### config.mk
export PLATFORM = sky130hd
export DESIGN_NAME = ps2_scancode_rx
export DESIGN_NICKNAME = d
export VERILOG_FILES = /design/src/rtl/zxuno_ps2_pkg.sv /design/src/rtl/ps2_sync_filter.sv /design/src/rtl/ps2_scancode_rx.sv
export SDC_FILE = /design/constraint.sdc
export NUM_CORES = 1
export LEC_CHECK = 0
export CORE_ASPECT_RATIO = 0.75
export CORE_MARGIN = 3
export CORE_UTILIZATION = 60
export CTS_CLUSTER_DIAMETER = 120
export DETAILED_ROUTE_END_ITERATION = 8
export HOLD_SLACK_MARGIN = 0.15
export PLACE_DENSITY = 0.87
export SKIP_LAST_GASP = 1
export SYNTH_ARGS = -nofsm -noshare
export SYNTH_HDL_FRONTEND = slang
export SYNTH_SLANG_ARGS = --single-unit
### constraint.sdc
create_clock -name clk -period 5.2 [get_ports clk]
set_input_delay 0.52 -clock clk [delete_from_list [all_inputs] [get_ports clk]]
set_output_delay 0.52 -clock clk [all_outputs]
set_load 0.1 [all_outputs]
### src/rtl/zxuno_ps2_pkg.sv
// zxuno_ps2_pkg: shared PS/2 receiver types, register addresses, status bit positions and prefix codes
package zxuno_ps2_pkg;
  typedef enum logic [1:0] {IDLE, DATA, PARITY, STOP} ps2_state_t;
  localparam logic [7:0] SCANCODE_REG = 8'h04;
  localparam logic [7:0] STATUS_REG = 8'h05;
  localparam logic [7:0] PFX_E0 = 8'hE0;
  localparam logic [7:0] BRK_F0 = 8'hF0;
  localparam int ST_EMPTY = 7;
  localparam int ST_FULL = 6;
  localparam int ST_OVF = 5;
  localparam int ST_ERR = 4;
endpackage

### src/rtl/ps2_sync_filter.sv
// ps2_sync_filter: two-flop synchroniser and run-length glitch filter; EDGE selects falling-edge pulse or filtered level output
module ps2_sync_filter #(
  parameter int FILTER_LEN = 8,
  parameter bit EDGE = 1'b0
) (
  input  logic clk,
  input  logic rst,
  input  logic i_pin,
  output logic o_out
);
  localparam int CW = $clog2(FILTER_LEN + 1);
  logic r_s1, r_s2, r_lvl, r_lvl_d;
  logic [CW-1:0] r_cnt;
  always_ff @(posedge clk or posedge rst) begin
    if (rst) begin
      r_s1 <= 1'b1;
      r_s2 <= 1'b1;
      r_lvl <= 1'b1;
      r_lvl_d <= 1'b1;
      r_cnt <= '0;
    end else begin
      r_s1 <= i_pin;
      r_s2 <= r_s1;
      r_lvl_d <= r_lvl;
      if (r_s2 == r_lvl) r_cnt <= '0;
      else if (r_cnt == CW'(FILTER_LEN - 1)) begin
        r_lvl <= r_s2;
        r_cnt <= '0;
      end else r_cnt <= r_cnt + 1'b1;
    end
  end
  assign o_out = EDGE ? (r_lvl_d & ~r_lvl) : r_lvl;
endmodule

### src/rtl/ps2_scancode_rx.sv
// ps2_scancode_rx: PS/2 frame receiver with scancode FIFO on the ZX-Uno register port; define PS2_E0_MERGE_EN to fold E0 prefixes into bit 7
module ps2_scancode_rx #(
  parameter int FIFO_AW = 3,
  parameter int FILTER_LEN = 8,
  parameter int TIMEOUT_CYC = 14000,
  parameter logic [7:0] SCANCODE_REG = zxuno_ps2_pkg::SCANCODE_REG,
  parameter logic [7:0] STATUS_REG = zxuno_ps2_pkg::STATUS_REG
) (
  input  logic       clk,
  input  logic       rst,
  input  logic       ps2clk,
  input  logic       ps2data,
  input  logic [7:0] zxuno_addr,
  input  logic       zxuno_regrd,
  output logic [7:0] dout,
  output logic       oe_n,
  output logic       code_stb,
  output logic [7:0] code
);
  import zxuno_ps2_pkg::*;
  localparam int CW = FIFO_AW + 1;
  localparam int TW = $clog2(TIMEOUT_CYC + 1);
  ps2_state_t r_state, w_state_n;
  logic [7:0] r_shift, w_shift_n, r_code, w_push_byte, w_status, r_addr_d;
  logic [2:0] r_bitcnt, w_bitcnt_n;
  logic r_par, w_par_n, w_good, w_bad, w_tmo_hit, w_push, w_push_ok, w_pop;
  logic w_full, w_empty, w_rd_fall, w_st_clr, w_sel_sc, w_sel_st;
  logic r_rd_d, r_ovf, r_err, r_code_stb, w_fall, w_data;
  logic [TW-1:0] r_tmo;
  logic [FIFO_AW-1:0] r_wp, r_rp;
  logic [CW-1:0] r_cnt;
  logic [7:0] r_mem [2**FIFO_AW];
  logic [3:0] w_cnt4;
  ps2_sync_filter #(.FILTER_LEN(FILTER_LEN), .EDGE(1'b1)) u_clk_filt (
    .clk(clk), .rst(rst), .i_pin(ps2clk), .o_out(w_fall));
  ps2_sync_filter #(.FILTER_LEN(FILTER_LEN), .EDGE(1'b0)) u_data_filt (
    .clk(clk), .rst(rst), .i_pin(ps2data), .o_out(w_data));
  assign w_tmo_hit = (r_state != IDLE) && (r_tmo == TW'(TIMEOUT_CYC));
  always_comb begin
    w_state_n = r_state;
    w_shift_n = r_shift;
    w_bitcnt_n = r_bitcnt;
    w_par_n = r_par;
    w_good = 1'b0;
    w_bad = 1'b0;
    if (w_tmo_hit) begin
      w_state_n = IDLE;
      w_shift_n = '0;
      w_bitcnt_n = '0;
    end else if (w_fall) begin
      case (r_state)
        IDLE: begin
          w_state_n = w_data ? IDLE : DATA;
          w_bitcnt_n = '0;
        end
        DATA: begin
          w_shift_n = {w_data, r_shift[7:1]};
          w_bitcnt_n = r_bitcnt + 1'b1;
          w_state_n = (r_bitcnt == 3'd7) ? PARITY : DATA;
        end
        PARITY: begin
          w_par_n = w_data;
          w_state_n = STOP;
        end
        default: begin
          w_good = w_data & (^{r_shift, r_par});
          w_bad = ~w_good;
          w_state_n = IDLE;
        end
      endcase
    end
  end
  always_ff @(posedge clk or posedge rst) begin
    if (rst) begin
      r_state <= IDLE;
      r_shift <= '0;
      r_bitcnt <= '0;
      r_par <= 1'b0;
      r_tmo <= '0;
    end else begin
      r_state <= w_state_n;
      r_shift <= w_shift_n;
      r_bitcnt <= w_bitcnt_n;
      r_par <= w_par_n;
      r_tmo <= (w_state_n == IDLE || w_fall) ? '0 : r_tmo + 1'b1;
    end
  end
`ifdef PS2_E0_MERGE_EN
  logic r_e0, w_is_e0;
  assign w_is_e0 = r_shift == PFX_E0;
  assign w_push = w_good & ~w_is_e0;
  assign w_push_byte = (r_e0 && !r_shift[7]) ? {1'b1, r_shift[6:0]} : r_shift;
  // F0 after E0 is a break prefix, so the extended marker must survive it
  always_ff @(posedge clk or posedge rst) begin
    if (rst) r_e0 <= 1'b0;
    else if (w_tmo_hit) r_e0 <= 1'b0;
    else if (w_good) r_e0 <= w_is_e0 | (r_e0 & (r_shift == BRK_F0));
  end
`else
  assign w_push = w_good;
  assign w_push_byte = r_shift;
`endif
  assign w_full = r_cnt == CW'(2**FIFO_AW);
  assign w_empty = r_cnt == '0;
  assign w_rd_fall = r_rd_d & ~zxuno_regrd;
  assign w_pop = w_rd_fall & (r_addr_d == SCANCODE_REG) & ~w_empty;
  assign w_st_clr = w_rd_fall & (r_addr_d == STATUS_REG);
  assign w_push_ok = w_push & (~w_full | w_pop);
  always_ff @(posedge clk) begin
    if (w_push_ok) r_mem[r_wp] <= w_push_byte;
  end
  always_ff @(posedge clk or posedge rst) begin
    if (rst) begin
      r_rd_d <= 1'b0;
      r_addr_d <= '0;
      r_wp <= '0;
      r_rp <= '0;
      r_cnt <= '0;
      r_ovf <= 1'b0;
      r_err <= 1'b0;
      r_code_stb <= 1'b0;
      r_code <= '0;
    end else begin
      r_rd_d <= zxuno_regrd;
      r_addr_d <= zxuno_addr;
      if (w_push_ok) r_wp <= r_wp + 1'b1;
      if (w_pop) r_rp <= r_rp + 1'b1;
      r_cnt <= r_cnt + CW'(w_push_ok) - CW'(w_pop);
      r_ovf <= (w_push & w_full & ~w_pop) | (r_ovf & ~w_st_clr);
      r_err <= w_bad | w_tmo_hit | (r_err & ~w_st_clr);
      r_code_stb <= w_good;
      if (w_good) r_code <= r_shift;
    end
  end
  assign w_cnt4 = (int'(r_cnt) > 15) ? 4'hF : 4'(r_cnt);
  always_comb begin
    w_status = '0;
    w_status[ST_EMPTY] = w_empty;
    w_status[ST_FULL] = w_full;
    w_status[ST_OVF] = r_ovf;
    w_status[ST_ERR] = r_err;
    w_status[3:0] = w_cnt4;
  end
  assign w_sel_sc = zxuno_addr == SCANCODE_REG;
  assign w_sel_st = zxuno_addr == STATUS_REG;
  assign oe_n = ~(zxuno_regrd & (w_sel_sc | w_sel_st));
  assign dout = oe_n ? 8'h00 : w_sel_sc ? (w_empty ? 8'h00 : r_mem[r_rp]) : w_status;
  assign code_stb = r_code_stb;
  assign code = r_code;
endmodule

==> results.txt <==
Status: finished clean
Clk pwr share: 0.369
Die width: 119 um
Seq/Total Area, Yosys: 0.648
Global route overflow: 0
Hold WC Path Type: flop to flop
Vias in the first global route: 3,574
Synthesized cell area: 5790 sq um
CTS Buf Count: 17
YS warnings: 0
DP HPWL: 7250 um
Sw frac: 0.272
Worst Setup End Kind: output pin
# resized after CTS: 0
Port Buffers: 30
Hold Violations, Final: 0
Slowest cell on the critical path: clkdlybuf4s50_1
Slew Limit Headroom: 0.347
Yosys cell types: 45
Combinational power share: 0.148
Setup ws final: 1.38 ns
Drt initial violations: 312
Mapped Avg Cell Area: 14.3 sq um
Power, Total: 2.95 mW
EDFF count, synth: 64
WL final: 11,300 um
Largest net degree at the start of global routing: 74
Skew final: 0.00929 ns
Cell breakdown of the critical path: mux4_2 -> mux2_2 -> a21oi_1 -> a211oi_1 -> clkdlybuf4s50_1
Critical Path RT: 4.68 ns
Register area: 3760 sq um
Initial antenna violation count: 0
# rows: 30
Synthesized flop and latch total: 137
# placed instances: 558
Setup TNS: 0 ns
Async SR Flop Fraction: 0.533
DRC viols: 0
Power Density: 437 nW/um^2
Die ar.: 10,900 sq um
CTS H-tree lvls: 4
Net Switching: 0.803 mW
Later-pin clock latency in the skew report: 0.41 ns
WS Path Type: flop to output pin
Via-to-Cell Ratio: 5.68
Post-CTS Hold Buffers: 0
Dpl ws: 1.48 ns
Vias: 3,353
Max VDD drop: 326 uV
CTS tree: yes
Leakage: 2.65 nW
Measured slew at the worst slew-check pin: 0.977 ns
Crit path buf inv count: 1
Clock Tree Buf Depth: 2
Antenna fix cells: 0
CP Max Fanout: 18
Critical Path AT: 3.30 ns
Starting Density: 0.628
Share of cells above drive strength 1: 0.190
Root Driver: clkbuf_16
Final period util: 0.735
Drt wl/cell: 19.2 um
Fin util: 0.732
Synth-to-Final Area Change: 16.6%
FMAX: 0.262 GHz
Final #Nets: 477
# clock sinks: 137
Syn Nets: 434
Sequential share of power: 0.483
CP peak stage delay: 1.19 ns
DRT antenna net count: 0
I/O pins: 31
Max Slew Vio Count: 0
Total GRT Usage: 0.230
RSZ-0062 raised after global routing: false
Placer congestion estimate: 0.866
Multi-input gate area: 1940 sq um
Core Area: 9230 sq um
Post-route insts no fill: 590
Fill count: 613
Internal power: 2.15 mW
Max Cap Viol: 0
Clk slew on worst S/H paths: 0.05 ns
Critical Path Source Type: flop
Synth Flop Type: dfrtp_1
Post-CTS Setup Bufs: 0
Fin crit period: 3.82 ns
DRT Pass-1 Iters: 4
Global-route wire length before repair: 18,700 um
Post-Synthesis Cells: 406
Top cell family by delay on the critical path: buffers and inverters
Finish-stage setup viols: 0
Die Height: 91.1 um
## sequential cells by signal, indices dropped and copies added (netlist names), 2 cells and up
| register | count |
|---|---|
| code | 8 |
| r_addr_d | 8 |
| r_bitcnt | 3 |
| r_cnt | 4 |
| r_mem | 64 |
| r_rp | 3 |
| r_shift | 8 |
| r_state | 2 |
| r_tmo | 14 |
| r_wp | 3 |
| u_clk_filt.r_cnt | 4 |
| u_data_filt.r_cnt | 4 |
## worst register-to-register path: stages, from the launching register on
cell     delay, ns
dfrtp_1       0.62
xnor2_1       0.19
xnor3_1       0.46
xnor2_2       0.33
nand4_1       0.23
nor2_1        0.77
## worst paths after layout
check	cells after the start	to	slack (ns)	startpoint
setup / recovery	5	dout[7]	1.38	r_rp[1]
min in group asynchronous	3	r_tmo[13]	0.72	rst
hold reg to reg	0	u_clk_filt.r_s2	0.36	u_clk_filt.r_s1
setup reg to reg	5	r_mem[7][1]	2.21	r_shift[3]
hold / removal	0	u_clk_filt.r_s2	0.36	u_clk_filt.r_s1
max in group asynchronous	3	u_clk_filt.r_cnt[0]	3.91	rst
## final cells by class
type                            count  share of cell area
Clock inverter                      5             0.00740
Clock buffer                       27              0.0715
Sequential cell                   137               0.556
Inverter                           13             0.00722
Timing Repair Buffer               35              0.0474
Tap cell                          128              0.0237
Multi-Input combinational cell    245               0.287
## cell usage after synthesis (2+ instances only)
cell | n | area [sq um]
dfrtp_1 | 66 | 1650
edfxtp_1 | 64 | 1920
nor2_1 | 42 | 158
nand2_1 | 23 | 86.3
mux2_2 | 20 | 225
mux4_2 | 16 | 360
a21oi_1 | 15 | 75.1
ha_1 | 14 | 175
xnor2_1 | 14 | 123
inv_1 | 13 | 48.8
xor2_1 | 13 | 114
o21ai_0 | 12 | 60.1
nand3_1 | 11 | 55.1
nor2b_1 | 10 | 62.6
nor3_1 | 9 | 45.0
a22oi_1 | 8 | 60.1
clkbuf_1 | 7 | 26.3
dfstp_2 | 7 | 184
nand4_1 | 4 | 25.0
buf_2 | 3 | 15.0
nand2b_1 | 3 | 18.8
nand4b_1 | 3 | 26.3
nor3b_1 | 3 | 22.5
a22o_1 | 2 | 17.5
and3_1 | 2 | 12.5
nor4_1 | 2 | 12.5
or2_2 | 2 | 12.5
## through the flow
step | cell area [sq um] | hold slack [ns]
after global placement | 6230 | 0.347
after CTS | 6760 | 0.359
after detailed placement | 6230 | 0.348
after floorplan | 5790 | 0.345
final | 6760 | 0.358
after global routing | 6760 | 0.360
## cell families (layout without fill, tap and decap cells)
group | after synthesis | count (layout) | synth area share
adder cells (fa/ha/maj) | 15 | 15 | 0.0337
flip-flops | 137 | 137 | 0.648
XOR/XNOR | 29 | 29 | 0.0475
AND/OR/NAND/NOR | 121 | 121 | 0.105
AO/OA/AOI/OAI | 43 | 43 | 0.0451
multiplexers | 37 | 37 | 0.104
buffers and inverters | 24 | 80 | 0.0168
## cell usage in the layout (no fill, tap or decap), types with 4 or more instances in the layout
master / instances
nand3_1: 11
clkbuf_16: 17
a21oi_1: 15
dfstp_2: 7
buf_4: 12
clkinv_2: 4
nor2b_1: 10
mux2_2: 20
nand2_1: 23
nand4_1: 4
xor2_1: 13
clkbuf_1: 8
a22oi_1: 8
o21ai_0: 12
nor3_1: 9
xnor2_1: 14
inv_1: 12
clkdlybuf4s50_1: 23
mux4_2: 16
ha_1: 14
dfrtp_1: 66
nor2_1: 42
edfxtp_1: 64
## power by group through the flow
stage               combinational (mW)  sequential, mW  clock [mW]
global route                     0.493            1.44        1.16
CTS                              0.442            1.42        1.10
finish                           0.437            1.43        1.09
global placement                 0.405            1.43           0
detailed placement               0.432            1.44           0
floorplan                        0.366            1.38           0
## per-layer routing
metal | routed length (um) | vias up | track usage
met5 | 0 | - | 0
met2 | 5910 | 80 | 0.371
met3 | 549 | 13 | 0.0648
met4 | 141 | 0 | 0.0877
met1 | 4700 | 1696 | 0.301
li1 | - | 1564 | -
(Power assumes the default switching activity.)
